`src/rtl/cavlc_bitstream_packer_pkg.sv`:
```
// Shared types and constants for the CAVLC bitstream packer.
package cavlc_pack_pkg;

    localparam int ACC_W     = 64;
    localparam int WORD_W    = 32;
    localparam int MAX_CHUNK = 32;

    typedef enum logic [1:0] {
        S_IDLE  = 2'd0,
        S_DRAIN = 2'd1,
        S_PAD   = 2'd2,
        S_LAST  = 2'd3
    } pack_state_e;

    function automatic logic [7:0] min_u8(input logic [7:0] a, input logic [7:0] b);
        min_u8 = (a < b) ? a : b;
    endfunction

endpackage

```
`src/rtl/cavlc_bitstream_packer_if.sv`:
```
// Code-input, flush and word-output handshakes of the packer.
interface cavlc_bitstream_packer_if #(
    parameter int CODE_W = 128,
    parameter int LEN_W  = 7,
    parameter int WORD_W = 32
);

    logic              cavlc_enc_valid;
    logic [CODE_W-1:0] cavlc_bitstream_code;
    logic [LEN_W-1:0]  cavlc_bitstream_bit;
    logic              packer_ready;
    logic              flush_req;
    logic              flush_done;
    logic              word_valid;
    logic              word_ready;
    logic [WORD_W-1:0] word_data;
    logic              word_last;
    logic [2:0]        word_bytes;

    modport master (
        output cavlc_enc_valid, cavlc_bitstream_code, cavlc_bitstream_bit, flush_req, word_ready,
        input  packer_ready, flush_done, word_valid, word_data, word_last, word_bytes
    );

    modport slave (
        input  cavlc_enc_valid, cavlc_bitstream_code, cavlc_bitstream_bit, flush_req, word_ready,
        output packer_ready, flush_done, word_valid, word_data, word_last, word_bytes
    );

endinterface

```
`src/rtl/cavlc_bitstream_packer_bit_align.sv`:
```
// Extracts the next chunk of up to 32 code bits and positions it just below
// the accumulator fill level, producing an OR-mask for the 64-bit accumulator.
module cavlc_bit_align
    import cavlc_pack_pkg::*;
#(
    parameter int CODE_W = 128
) (
    input  logic [CODE_W-1:0] code_i,
    input  logic [7:0]        rem_i,
    input  logic [7:0]        n_i,
    input  logic [6:0]        cnt_i,
    output logic [ACC_W-1:0]  mask_o
);

    logic [MAX_CHUNK-1:0] keep_s;
    logic [MAX_CHUNK-1:0] chunk_s;
    logic [ACC_W-1:0]     wide_s;

    // Chunk bits code[rem-1 -: n] right-aligned, then MSB placed at bit 63-cnt.
    always_comb begin
        keep_s  = (n_i >= 8'd32) ? {MAX_CHUNK{1'b1}} : ((32'd1 << n_i) - 32'd1);
        chunk_s = MAX_CHUNK'(code_i >> (rem_i - n_i)) & keep_s;
        wide_s  = {chunk_s, 32'd0} << (8'd32 - n_i);
        mask_o  = wide_s >> cnt_i;
    end

endmodule

```
`src/rtl/cavlc_bitstream_packer.sv`:
```
// Packs right-aligned CAVLC codewords into an MSB-first stream of 32-bit words.
// Build option CAVLC_PACKER_RBSP_TRAILING_EN: the flush appends the rbsp stop bit.
module cavlc_bitstream_packer #(
    parameter int CODE_W = 128,
    parameter int LEN_W  = 7,
    parameter int WORD_W = 32
) (
    input  logic                    clk,
    input  logic                    rst,
    cavlc_bitstream_packer_if.slave bus
);
    import cavlc_pack_pkg::*;

    pack_state_e       state_q, state_d;
    logic [ACC_W-1:0]  acc_q, acc_d;
    logic [6:0]        cnt_q, cnt_d;
    logic [CODE_W-1:0] code_q, code_d;
    logic [7:0]        rem_q, rem_d;
    logic              done_q, done_d;

    logic [LEN_W-1:0]  len_s;
    logic              ready_s, accept_s, pop_s;
    logic              word_valid_s, word_last_s;
    logic [2:0]        word_bytes_s;
    logic [6:0]        cpost_s, pad_s;
    logic [7:0]        n_s;
    logic [ACC_W-1:0]  acc_shift_s, mask_s, stop_s;

    assign len_s       = bus.cavlc_bitstream_bit;
    assign ready_s     = (state_q == S_IDLE) && !bus.flush_req;
    assign accept_s    = bus.cavlc_enc_valid && ready_s;
    assign pop_s       = word_valid_s && bus.word_ready;
    assign cpost_s     = pop_s ? (cnt_q - 7'd32) : cnt_q;
    assign acc_shift_s = pop_s ? {acc_q[ACC_W-33:0], 32'd0} : acc_q;
    assign n_s         = min_u8(rem_q, 8'd32);

`ifdef CAVLC_PACKER_RBSP_TRAILING_EN
    assign pad_s  = 7'd8 - {4'd0, cpost_s[2:0]};
    assign stop_s = {1'b1, {(ACC_W-1){1'b0}}} >> cpost_s;
`else
    assign pad_s  = {4'd0, 3'd0 - cpost_s[2:0]};
    assign stop_s = {ACC_W{1'b0}};
`endif

    cavlc_bit_align #(.CODE_W(CODE_W)) u_align (
        .code_i (code_q),
        .rem_i  (rem_q),
        .n_i    (n_s),
        .cnt_i  (cpost_s),
        .mask_o (mask_s)
    );

    // Output word qualifiers decoded from state and fill level.
    always_comb begin
        word_valid_s = 1'b0;
        word_last_s  = 1'b0;
        word_bytes_s = 3'd0;
        case (state_q)
            S_LAST: begin
                if (cnt_q > 7'd32) begin
                    word_valid_s = 1'b1;
                    word_bytes_s = 3'd4;
                end else if (cnt_q != 7'd0) begin
                    word_valid_s = 1'b1;
                    word_last_s  = 1'b1;
                    word_bytes_s = 3'((cnt_q + 7'd7) >> 3);
                end else begin
                    word_valid_s = 1'b0;
                end
            end
            default: begin
                word_valid_s = (cnt_q >= 7'd32);
                word_bytes_s = word_valid_s ? 3'd4 : 3'd0;
            end
        endcase
    end

    // Next-state logic; a pending pop is folded into every default.
    always_comb begin
        state_d = state_q;
        acc_d   = acc_shift_s;
        cnt_d   = cpost_s;
        code_d  = code_q;
        rem_d   = rem_q;
        done_d  = 1'b0;
        case (state_q)
            S_IDLE: begin
                // done_q masks the still-held flush_req in the cycle after completion.
                if (bus.flush_req && !done_q) begin
                    state_d = S_PAD;
                end else if (accept_s) begin
                    code_d  = bus.cavlc_bitstream_code;
                    rem_d   = 8'(len_s);
                    state_d = (len_s != {LEN_W{1'b0}}) ? S_DRAIN : S_IDLE;
                end else begin
                    state_d = S_IDLE;
                end
            end
            S_DRAIN: begin
                if (cpost_s <= 7'd32) begin
                    acc_d   = acc_shift_s | mask_s;
                    cnt_d   = cpost_s + n_s[6:0];
                    rem_d   = rem_q - n_s;
                    state_d = (rem_q == n_s) ? S_IDLE : S_DRAIN;
                end else begin
                    state_d = S_DRAIN;
                end
            end
            S_PAD: begin
                if (cpost_s <= 7'd56) begin
                    acc_d   = acc_shift_s | stop_s;
                    cnt_d   = cpost_s + pad_s;
                    state_d = S_LAST;
                end else begin
                    state_d = S_PAD;
                end
            end
            S_LAST: begin
                if (cnt_q == 7'd0) begin
                    done_d  = 1'b1;
                    state_d = S_IDLE;
                end else if (pop_s && word_last_s) begin
                    acc_d   = {ACC_W{1'b0}};
                    cnt_d   = 7'd0;
                    done_d  = 1'b1;
                    state_d = S_IDLE;
                end else begin
                    state_d = S_LAST;
                end
            end
            default: begin
                state_d = S_IDLE;
            end
        endcase
    end

    // State and datapath registers.
    always_ff @(posedge clk or posedge rst) begin
        if (rst) begin
            state_q <= S_IDLE;
            acc_q   <= {ACC_W{1'b0}};
            cnt_q   <= 7'd0;
            code_q  <= {CODE_W{1'b0}};
            rem_q   <= 8'd0;
            done_q  <= 1'b0;
        end else begin
            state_q <= state_d;
            acc_q   <= acc_d;
            cnt_q   <= cnt_d;
            code_q  <= code_d;
            rem_q   <= rem_d;
            done_q  <= done_d;
        end
    end

    assign bus.packer_ready = ready_s;
    assign bus.flush_done   = done_q;
    assign bus.word_valid   = word_valid_s;
    assign bus.word_data    = acc_q[ACC_W-1 -: WORD_W];
    assign bus.word_last    = word_last_s;
    assign bus.word_bytes   = word_bytes_s;

endmodule

```
`src/flat_wrapper.sv`:
```
// flat-port wrapper written by rule: the top's interface ports become plain ports
module cavlc_bitstream_packer_flat import cavlc_pack_pkg::*;
#(
    parameter int CODE_W = 128,
    parameter int LEN_W  = 7,
    parameter int WORD_W = 32
)
  (clk, rst, bus_cavlc_enc_valid, bus_cavlc_bitstream_code, bus_cavlc_bitstream_bit, bus_flush_req, bus_word_ready, bus_packer_ready, bus_flush_done, bus_word_valid, bus_word_data, bus_word_last, bus_word_bytes);
  cavlc_bitstream_packer_if #(.CODE_W(CODE_W), .LEN_W(LEN_W), .WORD_W(WORD_W)) bus_i ();
  input  logic clk;
  input  logic rst;
  input wire logic [$bits(bus_i.cavlc_enc_valid)-1:0] bus_cavlc_enc_valid;
  input wire logic [$bits(bus_i.cavlc_bitstream_code)-1:0] bus_cavlc_bitstream_code;
  input wire logic [$bits(bus_i.cavlc_bitstream_bit)-1:0] bus_cavlc_bitstream_bit;
  input wire logic [$bits(bus_i.flush_req)-1:0] bus_flush_req;
  input wire logic [$bits(bus_i.word_ready)-1:0] bus_word_ready;
  output wire logic [$bits(bus_i.packer_ready)-1:0] bus_packer_ready;
  output wire logic [$bits(bus_i.flush_done)-1:0] bus_flush_done;
  output wire logic [$bits(bus_i.word_valid)-1:0] bus_word_valid;
  output wire logic [$bits(bus_i.word_data)-1:0] bus_word_data;
  output wire logic [$bits(bus_i.word_last)-1:0] bus_word_last;
  output wire logic [$bits(bus_i.word_bytes)-1:0] bus_word_bytes;
  assign bus_i.cavlc_enc_valid = bus_cavlc_enc_valid;
  assign bus_i.cavlc_bitstream_code = bus_cavlc_bitstream_code;
  assign bus_i.cavlc_bitstream_bit = bus_cavlc_bitstream_bit;
  assign bus_i.flush_req = bus_flush_req;
  assign bus_i.word_ready = bus_word_ready;
  assign bus_packer_ready = bus_i.packer_ready;
  assign bus_flush_done = bus_i.flush_done;
  assign bus_word_valid = bus_i.word_valid;
  assign bus_word_data = bus_i.word_data;
  assign bus_word_last = bus_i.word_last;
  assign bus_word_bytes = bus_i.word_bytes;
  cavlc_bitstream_packer #(.CODE_W(CODE_W), .LEN_W(LEN_W), .WORD_W(WORD_W)) u_core (.clk(clk), .rst(rst), .bus(bus_i));
endmodule
```
`config.mk`:
```
export PLATFORM = sky130hd
export DESIGN_NAME = cavlc_bitstream_packer_flat
export DESIGN_NICKNAME = d
export VERILOG_FILES = /design/src/rtl/cavlc_bitstream_packer_pkg.sv /design/src/rtl/cavlc_bitstream_packer_if.sv /design/src/rtl/cavlc_bitstream_packer_bit_align.sv /design/src/rtl/cavlc_bitstream_packer.sv /design/src/flat_wrapper.sv
export SDC_FILE = /design/constraint.sdc
export NUM_CORES = 1
export LEC_CHECK = 0
export ABC_AREA = 1
export CAP_MARGIN = 5
export CORE_MARGIN = 2
export CORE_UTILIZATION = 52
export DETAILED_ROUTE_END_ITERATION = 6
export GPL_ROUTABILITY_DRIVEN = 0
export HOLD_SLACK_MARGIN = 0.06
export PLACE_DENSITY = 0.77
export SYNTH_ARGS = -nofsm -noshare
export SYNTH_HDL_FRONTEND = slang
export SYNTH_HIERARCHICAL = 1
export SYNTH_SLANG_ARGS = --single-unit
```
`constraint.sdc`:
```
create_clock -name clk -period 11.8 [get_ports clk]
set_clock_uncertainty 0.15 [all_clocks]
set_input_delay 3.54 -clock clk [delete_from_list [all_inputs] [get_ports clk]]
set_output_delay 3.54 -clock clk [all_outputs]
set_load 0.1 [all_outputs]
```
==> metrics.yaml <==
run_status:
  outcome: "finished with violations"
  violations: "design-rule violations"
routing:
  wl_per_cell_um: 17.7
  vias: 29700
  drt_iter0_markers: 5233
  totalWireLength_um: 85200
  wl_met1_um: 37100
  wl_met3_um: 12100
  drc_errors: 37
  vias_per_cell: 6.15
  postRouteAntennaNets: 0
  route.top_layer_used: "met4"
  firstDrtPassIters: 7
  met2_length_um: 32800
global_routing:
  grt_remaining_overflow: 0
  grt_pass1_wl_um: 135000
  antenna_found_initial: 0
  first_global_vias: 25300
  grt_usage_pct: 34.9
  grt_max_degree: 118
setup_path:
  end_kind: "output pin"
  r2r_slack_ns: 3.72
  timing.rr.start: "u_core/rem_q[6]"
  path_buf_inv: 2
  path_delay_family: "buffers and inverters"
  cpMostUsedCell: "clkdlybuf4s50_1"
  critPathRequiredTime_ns: 8.11
  crit_chain: "clkdlybuf4s50_1 > nor3_1 > clkdlybuf4s50_1"
  crit_path_start_kind: "input pin"
  crit_start: "bus_flush_req"
  arrival_ns: 5.55
  slowest_stage: "clkdlybuf4s50_1"
  path_max_fanout: 2
  rr_worst_depth: 32
  slowest_delay_ns: 1.23
  reg2reg_to: "u_core/acc_q[27]"
  crit_type: "input pin to output pin"
floorplanning:
  die_w_um: 218
  core_area_um2: 45400
  die_area_um2: 47700
  rows: 78
  fp.dieH_um: 218
  io_pins: 179
  initial_utilization_pct: 52.7
clock_network:
  clockBufferDepth: 3
  h-tree-depth: 1
  clock_latency_ns: 0.55
  cts-root-buf: "clkbuf_16"
  cts_resized: 0
  cts_setup_buffers: 0
  hold_buffers: 0
  clock_sinks: 210
  cts_tree: "yes"
  path_clk_slew_ns: 0.06
  cts_buffers: 24
worst_hold_path:
  hold-path-endpoint: "u_core/acc_q[15]"
  hold_depth: 2
  hold_path_class: "register to register"
  hold_start: "u_core/acc_q[15]"
cells_and_area:
  syn2layout_area_growth_pct: 8.27
  num_antenna_cells: 0
  fin_nets: 4375
  fillCellCount: 4641
  ff_latch_area_um2: 5260
  multi_input_area_um2: 16400
  layout-drive-gt1-share_pct: 3.45
logic_synthesis:
  ys_ff_latch: 210
  synthCells: 4291
  synth_edf_count: 0
  yosysSeqAreaShare_pct: 22.0
  yosys_warnings: 6
  synth_flop_cell: "dfrtp_1"
  syn-cell-area_um2: 23900
  synthArstFlopShare_pct: 100
  ys_types: 54
  syn_avg_cell_area_um2: 5.57
run:
  maxCapViolCount: 0
sta:
  slew_headroom_pct: 12.3
  drv_slew: 0
  worstMarginPinSlew_ns: 1.30
  max_freq_ghz: 0.108
  finalHoldViolCount: 0
  rsz0062_at_grt: "false"
  period_share_pct: 78.3
  setup_viol: 0
  setup_tns_ns: 0
  final.min_clock_period_ns: 9.24
placed_design:
  port_buffers: 178
  post-dp-hpwl_um: 62500
==> registers in the layout, indices dropped and copies added (netlist names) <==
name                   flops
u_core/acc_q              64
u_core/cnt_q               7
u_core/rem_q               8
u_core/state_q             2
u_core/code_q            128
u_core/bus.flush_done      1
==> synthesized netlist by cell type, types with 19 or more instances <==
cell | instances | area (um2)
ha_1 | 23 | 288
buf_4 | 65 | 488
nand3_1 | 1413 | 7070
o21ai_1 | 30 | 150
nor2_1 | 165 | 619
buf_1 | 19 | 71.3
nand2_1 | 1681 | 6310
a21oi_1 | 45 | 225
a22o_1 | 27 | 236
clkbuf_1 | 93 | 349
inv_1 | 136 | 510
o21ai_0 | 24 | 120
buf_2 | 145 | 726
nand4_1 | 73 | 457
dfrtp_1 | 210 | 5260
==> layer usage <==
| metal | up-vias | GRT usage [%] |
|---|---|---|
| met5 | - | 0 |
| met4 | 0 | 12.1 |
| met3 | 233 | 8.67 |
| met2 | 2009 | 46.4 |
| met1 | 13300 | 53.5 |
| li1 | 14100 | - |
==> cells in the final DEF (no fill, tap or decap), drive strengths merged, types with 11 or more instances in the layout <==
cell type,synthesis,routed
nand2,1696,1696
a21oi,46,46
buf,234,37
xor2,11,11
clkinv,3,11
clkbuf,93,33
nand3,1419,1419
inv,155,154
a22o,27,27
nor2,179,179
clkdlybuf4s50,0,178
dfrtp,210,210
ha,23,23
nand4,73,73
o21ai,56,56
==> cell type report <==
type                            count  share of cell area (%)
Clock buffer                       33                    2.53
Clock inverter                     10                   0.440
Inverter                          158                    2.35
Multi-Input combinational cell   3601                    63.5
Sequential cell                   210                    20.3
Tap cell                          600                    2.90
Timing Repair Buffer              215                    7.96
==> worst reg2reg max path, delay by kind of cell (launching register included) <==
family | cells | cell delay (ns)
simple gates | 24 | 4.41
buf+inv | 5 | 1.73
fa+ha+maj | 1 | 0.91
flops | 1 | 0.43
compound gates | 2 | 0.36
==> through the flow <==
step,util [%],hold slack (ns),instance area (um2),worst slack (ns),cells
floorplan,-,0.299,23900,2.37,4296
global placement,55.3,0.315,25100,2.60,4784
detailed placement,55.3,0.318,25100,2.54,4784
CTS,57.0,0.332,25900,2.54,4827
global route,57.0,0.363,25900,2.47,4827
finish,57.0,0.334,25900,2.56,4827
==> cells by family (layout without fill, tap and decap cells) <==
group                      count (synthesis)  after routing  synth area share [%]
and+or+nand+nor                         3399           3399                  62.5
DFF                                      210            210                  22.0
other                                      2              7                0.0314
xor gates and xnor gates                  16             16                 0.586
buffers and inverters                    485            416                  9.58
AOI/OAI and AO/OA                        154            154                  3.95
adders and majority gates                 25             25                  1.37
==> how the worst max path moves through the flow <==
stage,endpoint,slack (ns),depth (start not counted)
6_report,bus_packer_ready,2.56,3
5_1_grt,bus_packer_ready,2.47,3
4_1_cts,bus_packer_ready,2.54,3
3_5_place_dp,bus_packer_ready,2.54,3
3_3_place_gp,bus_packer_ready,2.60,3
2_1_floorplan,u_core/acc_q[0],2.37,1
Power is left out: the tool's default activity adds up to more than one toggle a clock period on the data nets, which glitch-free logic cannot reach.
